File: src/rtl/custom_ahb_regbank_slave.sv
// AHB-Lite register bank slave: 14 R/W words, an access counter and an ID word,
// with a configurable number of data-phase wait states and two-cycle ERROR responses.
module custom_ahb_regbank_slave #(
  parameter int unsigned WAIT_STATES = 1,
  parameter logic [31:0] ID_VALUE    = 32'h4D36_0001
) (
  input  logic        HCLK,
  input  logic        HRESETn,
  input  logic        HSELS,
  input  logic [31:0] HADDRS,
  input  logic [1:0]  HTRANSS,
  input  logic        HWRITES,
  input  logic [2:0]  HSIZES,
  input  logic [3:0]  HPROTS,
  input  logic [2:0]  HBURSTS,
  input  logic [3:0]  HMASTERS,
  input  logic        HMASTLOCKS,
  input  logic        HREADYS,
  input  logic [31:0] HWDATAS,
  output logic        HREADYOUTS,
  output logic        HRESPS,
  output logic [31:0] HRDATAS
);
  localparam logic [2:0] LP_WS = 3'(WAIT_STATES);

  typedef enum logic [1:0] {S_IDLE, S_WAIT, S_ERR1, S_ERR2} state_t;

  state_t      r_state, w_nxt;
  logic        r_dp, r_write;
  logic [3:0]  r_idx, r_be;
  logic [2:0]  r_wcnt;
  logic [31:0] r_acc_cnt;
  logic [31:0] r_mem [14];

  logic        w_acc, w_err, w_rdy, w_final;
  logic [3:0]  w_be;
  logic [31:0] w_rword;
  logic        w_unused;

  assign w_unused = ^{HPROTS, HBURSTS, HMASTERS, HMASTLOCKS, HADDRS[31:12]};
  assign w_acc    = HSELS & HTRANSS[1] & HREADYS;

  always_comb begin
    w_err = (HSIZES > 3'b010)
          | ((HSIZES == 3'b001) & HADDRS[0])
          | ((HSIZES == 3'b010) & (|HADDRS[1:0]))
          | (|HADDRS[11:6])
          | (HWRITES & (HADDRS[5:3] == 3'b111));
    case (HSIZES[1:0])
      2'b00:   w_be = 4'b0001 << HADDRS[1:0];
      2'b01:   w_be = HADDRS[1] ? 4'b1100 : 4'b0011;
      default: w_be = 4'b1111;
    endcase
  end

  always_ff @(posedge HCLK or negedge HRESETn) begin
    if (!HRESETn) r_state <= S_IDLE;
    else          r_state <= w_nxt;
  end

  // IDLE and ERR2 are both "ready" states, so a new address phase is decoded from either.
  always_comb begin
    w_nxt = r_state;
    case (r_state)
      S_IDLE, S_ERR2: begin
        if (!w_acc)           w_nxt = S_IDLE;
        else if (w_err)       w_nxt = S_ERR1;
        else if (LP_WS != 0)  w_nxt = S_WAIT;
        else                  w_nxt = S_IDLE;
      end
      S_WAIT:  if (r_wcnt <= 3'd1) w_nxt = S_IDLE;
      S_ERR1:  w_nxt = S_ERR2;
      default: w_nxt = S_IDLE;
    endcase
  end

  always_comb begin
    w_rdy   = 1'b1;
    HRESPS  = 1'b0;
    w_final = 1'b0;
    HRDATAS = '0;
    case (r_state)
      S_WAIT:  w_rdy = 1'b0;
      S_ERR1:  begin w_rdy = 1'b0; HRESPS = 1'b1; end
      S_ERR2:  HRESPS = 1'b1;
      default: w_final = r_dp;
    endcase
    if (w_final && !r_write) HRDATAS = w_rword;
  end
  assign HREADYOUTS = w_rdy;

  // Word 14 returns the count before this access's own increment.
  always_comb begin
    w_rword = '0;
    if (r_idx == 4'd14)      w_rword = r_acc_cnt;
    else if (r_idx == 4'd15) w_rword = ID_VALUE;
    else
      for (int i = 0; i < 14; i++)
        if (r_idx == 4'(i)) w_rword = r_mem[i];
  end

  always_ff @(posedge HCLK or negedge HRESETn) begin
    if (!HRESETn) begin
      r_dp      <= 1'b0;
      r_write   <= 1'b0;
      r_idx     <= '0;
      r_be      <= '0;
      r_wcnt    <= '0;
      r_acc_cnt <= '0;
      for (int i = 0; i < 14; i++) r_mem[i] <= '0;
    end else begin
      if (w_rdy) begin
        r_dp <= w_acc & ~w_err;
        if (w_acc) begin
          r_idx   <= HADDRS[5:2];
          r_write <= HWRITES;
          r_be    <= w_be;
        end
      end
      if (w_rdy && w_acc)         r_wcnt <= LP_WS;
      else if (r_state == S_WAIT) r_wcnt <= r_wcnt - 3'd1;
      if (w_final) begin
        r_acc_cnt <= r_acc_cnt + 32'd1;
        if (r_write)
          for (int i = 0; i < 14; i++)
            for (int b = 0; b < 4; b++)
              if (r_idx == 4'(i) && r_be[b]) r_mem[i][8*b +: 8] <= HWDATAS[8*b +: 8];
      end
    end
  end
endmodule

File: config.mk
export PLATFORM = sky130hd
export DESIGN_NAME = custom_ahb_regbank_slave
export DESIGN_NICKNAME = d
export VERILOG_FILES = /design/src/rtl/custom_ahb_regbank_slave.sv
export SDC_FILE = /design/constraint.sdc
export NUM_CORES = 1
export LEC_CHECK = 0
export ABC_AREA = 1
export BUFFER_PORTS_ARGS = -buffer_cell sky130_fd_sc_hd__buf_2
export CORE_MARGIN = 2
export CORE_UTILIZATION = 30
export CTS_CLUSTER_SIZE = 16
export DETAILED_ROUTE_END_ITERATION = 7
export GPL_TIMING_DRIVEN = 0
export PLACE_DENSITY_LB_ADDON = 0.08
export SLEW_MARGIN = 30
export SYNTH_ARGS = -nofsm -noshare
export SYNTH_HDL_FRONTEND = slang
export SYNTH_SLANG_ARGS = --single-unit
File: constraint.sdc
create_clock -name HCLK -period 2.3 [get_ports HCLK]
set_input_delay 0.115 -clock HCLK [delete_from_list [all_inputs] [get_ports HCLK]]
set_output_delay 0.115 -clock HCLK [all_outputs]
set_load 0.02 [all_outputs]
== Word level (Yosys, flattened, before mapping) ==
Index checks and enable logic that the tools add are counted.

* Flip-flop bits (word level): 495
* Output and inout port bits: 34
* Logic and storage cells: 257

* Add/subtract/negate cells: 2
* Magnitude comparators: 2
* Eq/ne operators: 23
* Shift operators: 1
* Multiplexer cells: 28
* Bitwise logic cells: 12
* Reductions and logical operators: 126

{| class="wikitable"
|+ Operators with widths
! operator !! count
|-
| 2-to-1 mux 32 bit || 17
|-
| AND reduction 3 bit || 56
|-
| logical AND 1 bit || 58
|-
| adder 32 x 1 -> 32 bit, second input constant || 1
|-
| equality test 4 bit, second input constant || 8
|-
| equality test 4 x 3 -> 1 bit, second input constant || 4
|-
| equality test 4 x 2 -> 1 bit, second input constant || 2
|-
| one-hot mux 4 bit (2 select lines) || 1
|-
| OR reduction 2 bit || 4
|-
| AND 1 bit || 6
|-
| 2-to-1 mux 2 bit || 3
|-
| 2-to-1 mux 3 bit || 2
|-
| one-hot mux 2 bit (3 select lines) || 1
|-
| OR reduction 6 bit || 1
|-
| equality test 2 x 1 -> 1 bit, second input constant || 2
|-
| equality test 2 bit, second input constant || 2
|-
| equality test 4 x 1 -> 1 bit, second input constant || 1
|-
| logical NOT 2 bit || 2
|-
| logical NOT 4 bit || 1
|-
| 2-to-1 mux 4 bit || 1
|-
| OR 1 bit || 4
|-
| << shifter 1 x 2 -> 4 bit, first input constant || 1
|-
| equality test 3 x 1 -> 1 bit, second input constant || 1
|-
| equality test 3 x 2 -> 1 bit, second input constant || 1
|-
| other kinds (11) || 14
|}

== Logic depth before layout (Yosys ltp) ==
Gate-level depths: netlist of the first run.

* Depth in word-level cells: 18
* Mapped depth: 15
* Mapped depth without buffers: 13

== Least setup slack after synthesis of the first run ==
Ideal clock, no wire load.

* Path kind: reg-to-reg
* Start: register r_state[0]
* End: register r_acc_cnt[26]
* Library setup time: 0.121 ns
* Arrival time: 1.877 ns
* Setup slack: 0.302 ns
* Cell stages (with the launch flop): 11
* Cell sequence: dfrtp_1 -> inv_1 -> ha_1 -> nand2_1 -> nor2_1 -> nand4_1 -> nor3_1 -> nand4_1 -> nor2_1 -> nand2_1 -> xor2_1

* Cells in the longest elaborated chain, start to end: 3
* Elaborated cells between the ends (all ways): 5

{| class="wikitable"
|+ RTL lines
! element !! line !! RTL
|-
| start, declared || 28 || <nowiki>state_t r_state, w_nxt;</nowiki>
|-
| start signal, assigned || 58 || <nowiki>else r_state <= w_nxt;</nowiki>
|-
| equality test 2 x 1 -> 1 bit or equality test 2 bit (tied branches) || 82 || <nowiki>case (r_state)</nowiki>
|-
| OR reduction 3 bit (no line) * || - ||
|-
| 2-to-1 mux 1 bit * || 82 ||
|-
| end signal, assigned || 123 || <nowiki>r_acc_cnt <= r_acc_cnt + 32'd1;</nowiki>
|-
| end, declared || 32 || <nowiki>logic [31:0] r_acc_cnt;</nowiki>
|}

Mark *: on every way between the ends. The rest lies on a longest branch, timed or not.
A chain may end at the register's enable or synchronous reset.

== Worst setup path in the final report of the first run ==
* Start: register r_idx[0]
* End: output HRDATAS[24]

* Cells in the longest elaborated chain, start to end: 18
* Elaborated cells between the ends (all ways): 33

{| class="wikitable"
|+ RTL lines
! element !! line !! RTL
|-
| start, declared || 30 || <nowiki>logic [3:0] r_idx, r_be;</nowiki>
|-
| start signal, assigned || 115 || <nowiki>r_idx <= HADDRS[5:2];</nowiki>
|-
| logical NOT 4 bit || 99 || <nowiki>if (r_idx == 4'(i)) w_rword = r_mem[i];</nowiki>
|-
| 2-to-1 mux 32 bit (14 in series) || 99 ||
|-
| 2-to-1 mux 32 bit || 96 || <nowiki>else if (r_idx == 4'd15) w_rword = ID_VALUE;</nowiki>
|-
| 2-to-1 mux 32 bit * || 95 || <nowiki>if (r_idx == 4'd14) w_rword = r_acc_cnt;</nowiki>
|-
| 2-to-1 mux 32 bit * || 88 || <nowiki>if (w_final && !r_write) HRDATAS = w_rword;</nowiki>
|-
| end, declared || 22 || <nowiki>output logic [31:0] HRDATAS</nowiki>
|}

Marked as above.

==> out/results.tsv, run 1 <==
metric	value	unit
status	finished with violations	
violations	negative setup slack	
cp-end-kind	primary output	
crit_type	reg2out	
path_max_fanout	9	
floorplan.die.height	277	µm
synth.area.top_cells	dfrtp_1, nand2_1, o21ai_0	
synth_edf_count	0	
gp_congestion	0.849	
die_x	277	µm
total_power	24.1	mW
hpwl	57.4	mm
antenna_found_initial	1	
rows	100	
nNetsFinal	3100	
drive_gt1_share	18.9	%
setup_slack	-0.816	ns
p_per_area	843	nW/µm²
multi_input_area	9520	µm²
first_pass_iters	6	
clkSinkCount	495	
grt_overflow	0	
period_minus_slack	3.12	ns
clock_path_buffers	3	
p_switching	7.76	mW
synth.net_count	2844	
h-tree-depth	2	
synth_warnings	0	
grt_max_degree	78	
dp_cells	3813	
slew_headroom	48.3	%
max-vdd-ir-drop	632	µV
grt_pass1_vias	19300	
cts_buffers	60	
area_growth	27.5	%
pwr-share-seq	36.6	%
setup_tns	-21.39	ns
drcViolationCount	0	
fp.dieArea	76900	µm²
cts_tree	built	
comb_power_share	23.6	%
grt_pass1_wl	114	mm
ys_async_sr_fraction	100	%
io_buffers	86	
ant_nets	0	
stdcell_count	4029	
setup.worst_path.start_class	flop	
finalHoldViolations	0	
vias_per_cell	4.76	
drt_iter0_drc	1259	
wire_per_inst	18.6	µm
synth_area	22400	µm²
rsz0062_at_grt	yes	
intPower	16.3	mW
yosys.area.top_type	dfrtp_1	
fmax	321	MHz
max-cap-violations	0	
arrival	3.00	ns
clk_pin_slew_worst_paths	0.06	ns
cts-root-buf	clkbuf_16	
register_area	12400	µm²
p_leak	14.3	nW
worstPathRequired	2.18	ns
io_pins	120	
nFillCells	7663	
finalMaxSlewViolations	0	
finalSetupViolations	32	
synth_top_area_share	55.2	%
synth_cell_types	34	
vias	19200	
syn_avg_cell_area	8.15	µm²
min_path_type	in2async	
final_util	38.5	%
finClkSkew	0.0152	ns
p_clk_share	39.8	%
fin_crit_sh	135	%
grt_usage	19.4	%
yosysSeqAreaShare	55.2	%
worst_slew_pin_slew	0.773	ns
initial_core_util	30.2	%
sw_frac_of_total	32.2	%
core_area	74200	µm²
synth_cells	2751	
wl	75.0	mm
pre_cts_ws	-1.13	ns
clock_latency	0.63	ns
synthFlopType	dfrtp_1	
synth_seq_cells	495	
metrics by stage:
| stage | hold slack (ns) | cell area, µm² |
|---|---|---|
| after detailed placement | 0.103 | 24300 |
| after global placement | 0.351 | 24100 |
| after floorplan | -0.181 | 22400 |
| after CTS | 0.000345 | 27600 |
| after global routing | 0.0486 | 28600 |
| final | 0.0207 | 28600 |
per-layer routing:
| layer | track usage [%] | wire, µm | vias up |
|---|---|---|---|
| li1 | - | - | 9411 |
| met1 | 26.2 | 34800 | 9349 |
| met2 | 32.5 | 35200 | 307 |
| met3 | 2.20 | 2700 | 108 |
| met4 | 6.28 | 2310 | 0 |
| met5 | 0 | 0 | - |
logic make-up after synthesis:
kind of cell	Yosys count	share of synthesized area (%)
AND/OR/NAND/NOR	1344	25.1
AO/OA/AOI/OAI	547	12.2
flip-flops	495	55.2
buffers and inverters	327	5.79
XOR/XNOR	31	1.21
adder cells (fa/ha/maj)	7	0.391
worst max-delay path, cell delays in order (launching register included):
cell and delay, ns:
dfrtp_2 0.45, buf_4 0.17, nand2_8 0.08, nor2_4 0.05, buf_12 0.14, buf_12 0.14
nand2_2 0.06, nand3_2 0.08, a21oi_2 0.14, nand4_1 0.22, nand2_1 0.17, nand4_1 0.14
nor2_2 0.15, nand3_2 0.11, nand2_2 0.11, inv_2 0.04, buf_6 0.12
cell usage in the layout (no fill, tap or decap), drive strengths merged:
master,n
or4,1
clkinvlp,1
nor4,4
a21oi,75
buf,197
o21ai,468
diode,1
o31ai,1
xor2,16
or2,60
nor2,149
clkbuf,189
nand3,78
ha,7
nor3,9
dlygate4sd3,48
and3,1
bufinv,2
xnor2,15
clkinv,20
o22ai,2
a22oi,1
nand2,968
dfrtp,495
nand4,75
inv,177
power groups by stage:
stage                     Combinational, mW  Sequential [mW]  Clock, mW
final                                  5.68             8.83       9.59
after global routing                   6.26             8.83       10.2
after CTS                              5.08             8.83       9.86
after detailed placement               4.57             8.98          0
after global placement                 4.51             8.98          0
after floorplan                        2.29             8.97          0
state kept, by name, summed over array words and instances (netlist names):
register	flops
r_be	4
r_write	1
r_wcnt	3
r_idx	4
r_acc_cnt	32
r_mem	448
r_dp	1
r_state	2
Yosys cell counts, types with 2 or more instances:
cell type,count
nand2_1,961
dfrtp_1,495
o21ai_0,468
inv_1,174
nor2_1,133
clkbuf_1,110
nand3_1,77
a21oi_1,75
nand4_1,75
or2_2,35
buf_2,29
or2_0,18
xor2_1,16
xnor2_1,15
nor2_2,10
nor3_1,8
buf_4,7
ha_1,7
or2_1,7
nor2_4,6
inv_2,5
nand2_2,3
nand2_4,3
nor4_1,3
o22ai_1,2
final cells by class:
cell class                 count  area share (%)
clock buffer                  93            6.42
buffer                       136            3.11
antenna                        1         0.00875
multi-input combinational   1930            33.3
tap                          969            4.24
clock inverter                21           0.661
timing repair buffer         205            6.48
sequential                   495            43.3
inverter                     179            2.43
worst paths after layout:
path / startpoint / to / slack [ns] / depth (start not counted)
min: HRESETn / r_mem[261]$_DFFE_PN0P_ / 0.02 / 2
min reg2reg: r_mem[123]$_DFFE_PN0P_ / r_mem[123]$_DFFE_PN0P_ / 0.48 / 2
max in group asynchronous: HRESETn / r_mem[22]$_DFFE_PN0P_ / 0.58 / 6
max reg2reg: r_state[0]$_DFFE_PN0P_ / r_acc_cnt[29]$_DFFE_PN0P_ / 0.06 / 10
max: r_idx[0]$_DFFE_PN0P_ / HRDATAS[24] / -0.82 / 16
min in group HCLK: HTRANSS[1] / r_be[2]$_DFFE_PN0P_ / 0.02 / 5
repair_timing:
| action | in CTS | in global routing |
|---|---|---|
| resized for setup | 204 | 211 |
| setup buffers | 28 | 34 |
| hold endpoints to repair | 416 | 0 |
| endpoints found under the setup margin | 492 | 411 |
| cloned | 1 | 2 |
| pin swaps | 37 | 111 |
| hold buffers | 48 | 0 |
Note: power is estimated with default switching activity, not from simulation.
==> run 2: changes to the inputs <==
- CORE_MARGIN: 2 -> unset
==> out/results.tsv, run 2 (same netlist as run 1, synthesis figures left out) <==
metric	value	unit	change
grt_busiest_layer	met2		
final_cell_mix	nand2_1, dfrtp_1, o21ai_0		
floorplan.die.height	275	µm	-0.72%
grt_usage	20.2	%	+0.81 points
worst_slew_pin_slew	0.778	ns	+0.00499 ns
gp_congestion	0.838		-1.3%
initial_core_util	30.5	%	+0.31 points
total_power	23.8	mW	-1.2%
ant_nets	0		unchanged
hold_slack	0.0152	ns	-0.00550 ns
fmax	322	MHz	+0.35%
first_pass_iters	5		-1
cts_tree	built		
reg2reg_slack	0.14	ns	+0.08 ns
cts-root-buf	clkbuf_16		
max-cap-violations	0		unchanged
period_minus_slack	3.11	ns	-0.0108 ns
cp-end-kind	primary output		
met3_usage	2.25	%	+0.055 points
p_per_area	828	nW/µm²	-1.8%
final_common_cell	nand2_1		
antenna_found_initial	0		-1
worstPathRequired	2.18	ns	about the same
vias_per_cell	4.80		+0.82%
rows	99		-1.0%
grt_pass1_vias	19400		+0.24%
regMostFlops	r_mem		
cts_buffers	59		-1.7%
vias	19300		+0.55%
grt_overflow	0		unchanged
hpwl	57.4	mm	about the same
max-vdd-ir-drop	589	µV	-6.8%
finalSetupViolations	32		unchanged
setup_tns	-21.30	ns	+0.0894 ns
area_growth	28.3	%	
register_area	12400	µm²	unchanged
fin_crit_sh	135	%	-0.47 points
drcViolationCount	0		unchanged
largest_register_ffs	448		unchanged
status	finished with violations		
finalMaxSlewViolations	0		unchanged
setup_slack	-0.806	ns	+0.0108 ns
multi_input_area	9710	µm²	+2.0%
h-tree-depth	2		unchanged
clk_pin_slew_worst_paths	0.06	ns	about the same
clock_latency	0.63	ns	about the same
drive_gt1_share	20.2	%	+1.3 points
fp.dieArea	75800	µm²	-1.4%
top_regs	r_mem (448), r_acc_cnt (32)		
path_max_fanout	5		-4
p_leak	14.3	nW	+0.14%
clkSinkCount	495		unchanged
nNetsFinal	3106		+0.19%
violations	negative setup slack		
grt_pass1_wl	116	mm	+1.1%
core_area	73500	µm²	-1.0%
drt_iter0_drc	1349		+7.1%
use_met2	33.9	%	+1.3 points
rsz0062_at_grt	yes		
arrival	2.99	ns	about the same
clock_path_buffers	3		unchanged
nFillCells	7552		-1.4%
grt_max_degree	84		+7.7%
finalHoldViolations	0		unchanged
crit_type	reg2out		
io_pins	120		unchanged
setup.worst_path.start_class	flop		
met1_usage	27.7	%	+1.5 points
wire_per_inst	18.9	µm	+1.5%
min_path_type	in2async		
io_buffers	86		unchanged
die_x	275	µm	-0.72%
wl	75.9	mm	+1.2%
slew_headroom	48.2	%	-0.19 points
finClkSkew	0.0239	ns	+0.00868 ns
## run 2: changes by cell type in the layout (fill, tap and decap cells not counted), moves of 7 or more
| cell | change |
|---|---|
| buf_4 | -7 |
| buf_6 | +13 |
| clkbuf_2 | +7 |
| nand2_1 | -21 |
| nand2_2 | +16 |
| nand3_1 | -9 |
| nand3_2 | +9 |
| nor2_1 | -8 |
| nor2_2 | +7 |
## run 2: metrics by stage
step                utilization, %  cells  cell area [µm²]  worst slack, ns
floorplan                        -   2751            22400            0.302
global placement              32.7   3796            24100            -9.56
finish                        39.1   4018            28800           -0.806
CTS                           38.2   3993            28000           -0.868
global route                  39.1   4017            28800           -0.891
detailed placement            33.0   3802            24200            -1.06
## run 2: what timing repair did
action                     4_1_cts  5_1_grt
hold endpoints to repair       323        0
pin swaps                       79      118
setup endpoints to repair      490      453
resized for setup              329      160
gates cloned                     3        2
hold buffers                    48        0
setup buffers                   46       24
## run 2: path summary, 6_finish.rpt
check / startpoint / endpoint / depth (start not counted)
worst max-delay path: r_idx[1]$_DFFE_PN0P_ / HRDATAS[25] / 16
worst min-delay path: HRESETn / r_mem[293]$_DFFE_PN0P_ / 2
worst max register to register: r_state[0]$_DFFE_PN0P_ / r_mem[192]$_DFFE_PN0P_ / 11
worst min register to register: r_acc_cnt[31]$_DFFE_PN0P_ / r_acc_cnt[31]$_DFFE_PN0P_ / 1
max in group asynchronous: HRESETn / r_mem[14]$_DFFE_PN0P_ / 5
min in group HCLK: HTRANSS[1] / r_be[2]$_DFFE_PN0P_ / 5
## run 2: layer usage
| metal | routed length (µm) | up-vias | part of all wire (%) |
|---|---|---|---|
| li1 | - | 9398 | - |
| met1 | 34900 | 9404 | 46 |
| met2 | 36000 | 371 | 47 |
| met3 | 2990 | 107 | 3.9 |
| met4 | 1950 | 0 | 2.6 |
| met5 | 0 | - | 0 |
## run 2: layout make-up
class / instances / area share (%)
multi-input cells: 1930 / 33.8
inverters: 179 / 2.46
clock inverters: 12 / 0.218
plain buffers: 136 / 3.07
clock buffers: 94 / 6.26
well taps: 959 / 4.17
repair buffers: 212 / 6.97
flip-flops and latches: 495 / 43.1
diodes: 1 / 0.00870
## run 2: power by group
group / total (mW) / switching (mW) / internal [mW]
combinational: 5.88 / 3.92 / 1.96
clock: 9.10 / 3.80 / 5.30
sequential: 8.83 / 0.0539 / 8.77
## run 2: worst max-delay path: stages (launching register included)
cell	delay, ns
dfrtp_1	0.38
buf_6	0.16
clkinv_8	0.08
nand2_8	0.06
nor2_4	0.34
buf_8	0.19
nand2_2	0.05
nand3_2	0.06
nor2_1	0.05
nand4_1	0.16
nand2_1	0.11
nand4_1	0.12
nand2_1	0.09
nand2_1	0.07
nand2_2	0.08
a21oi_4	0.20
buf_6	0.15
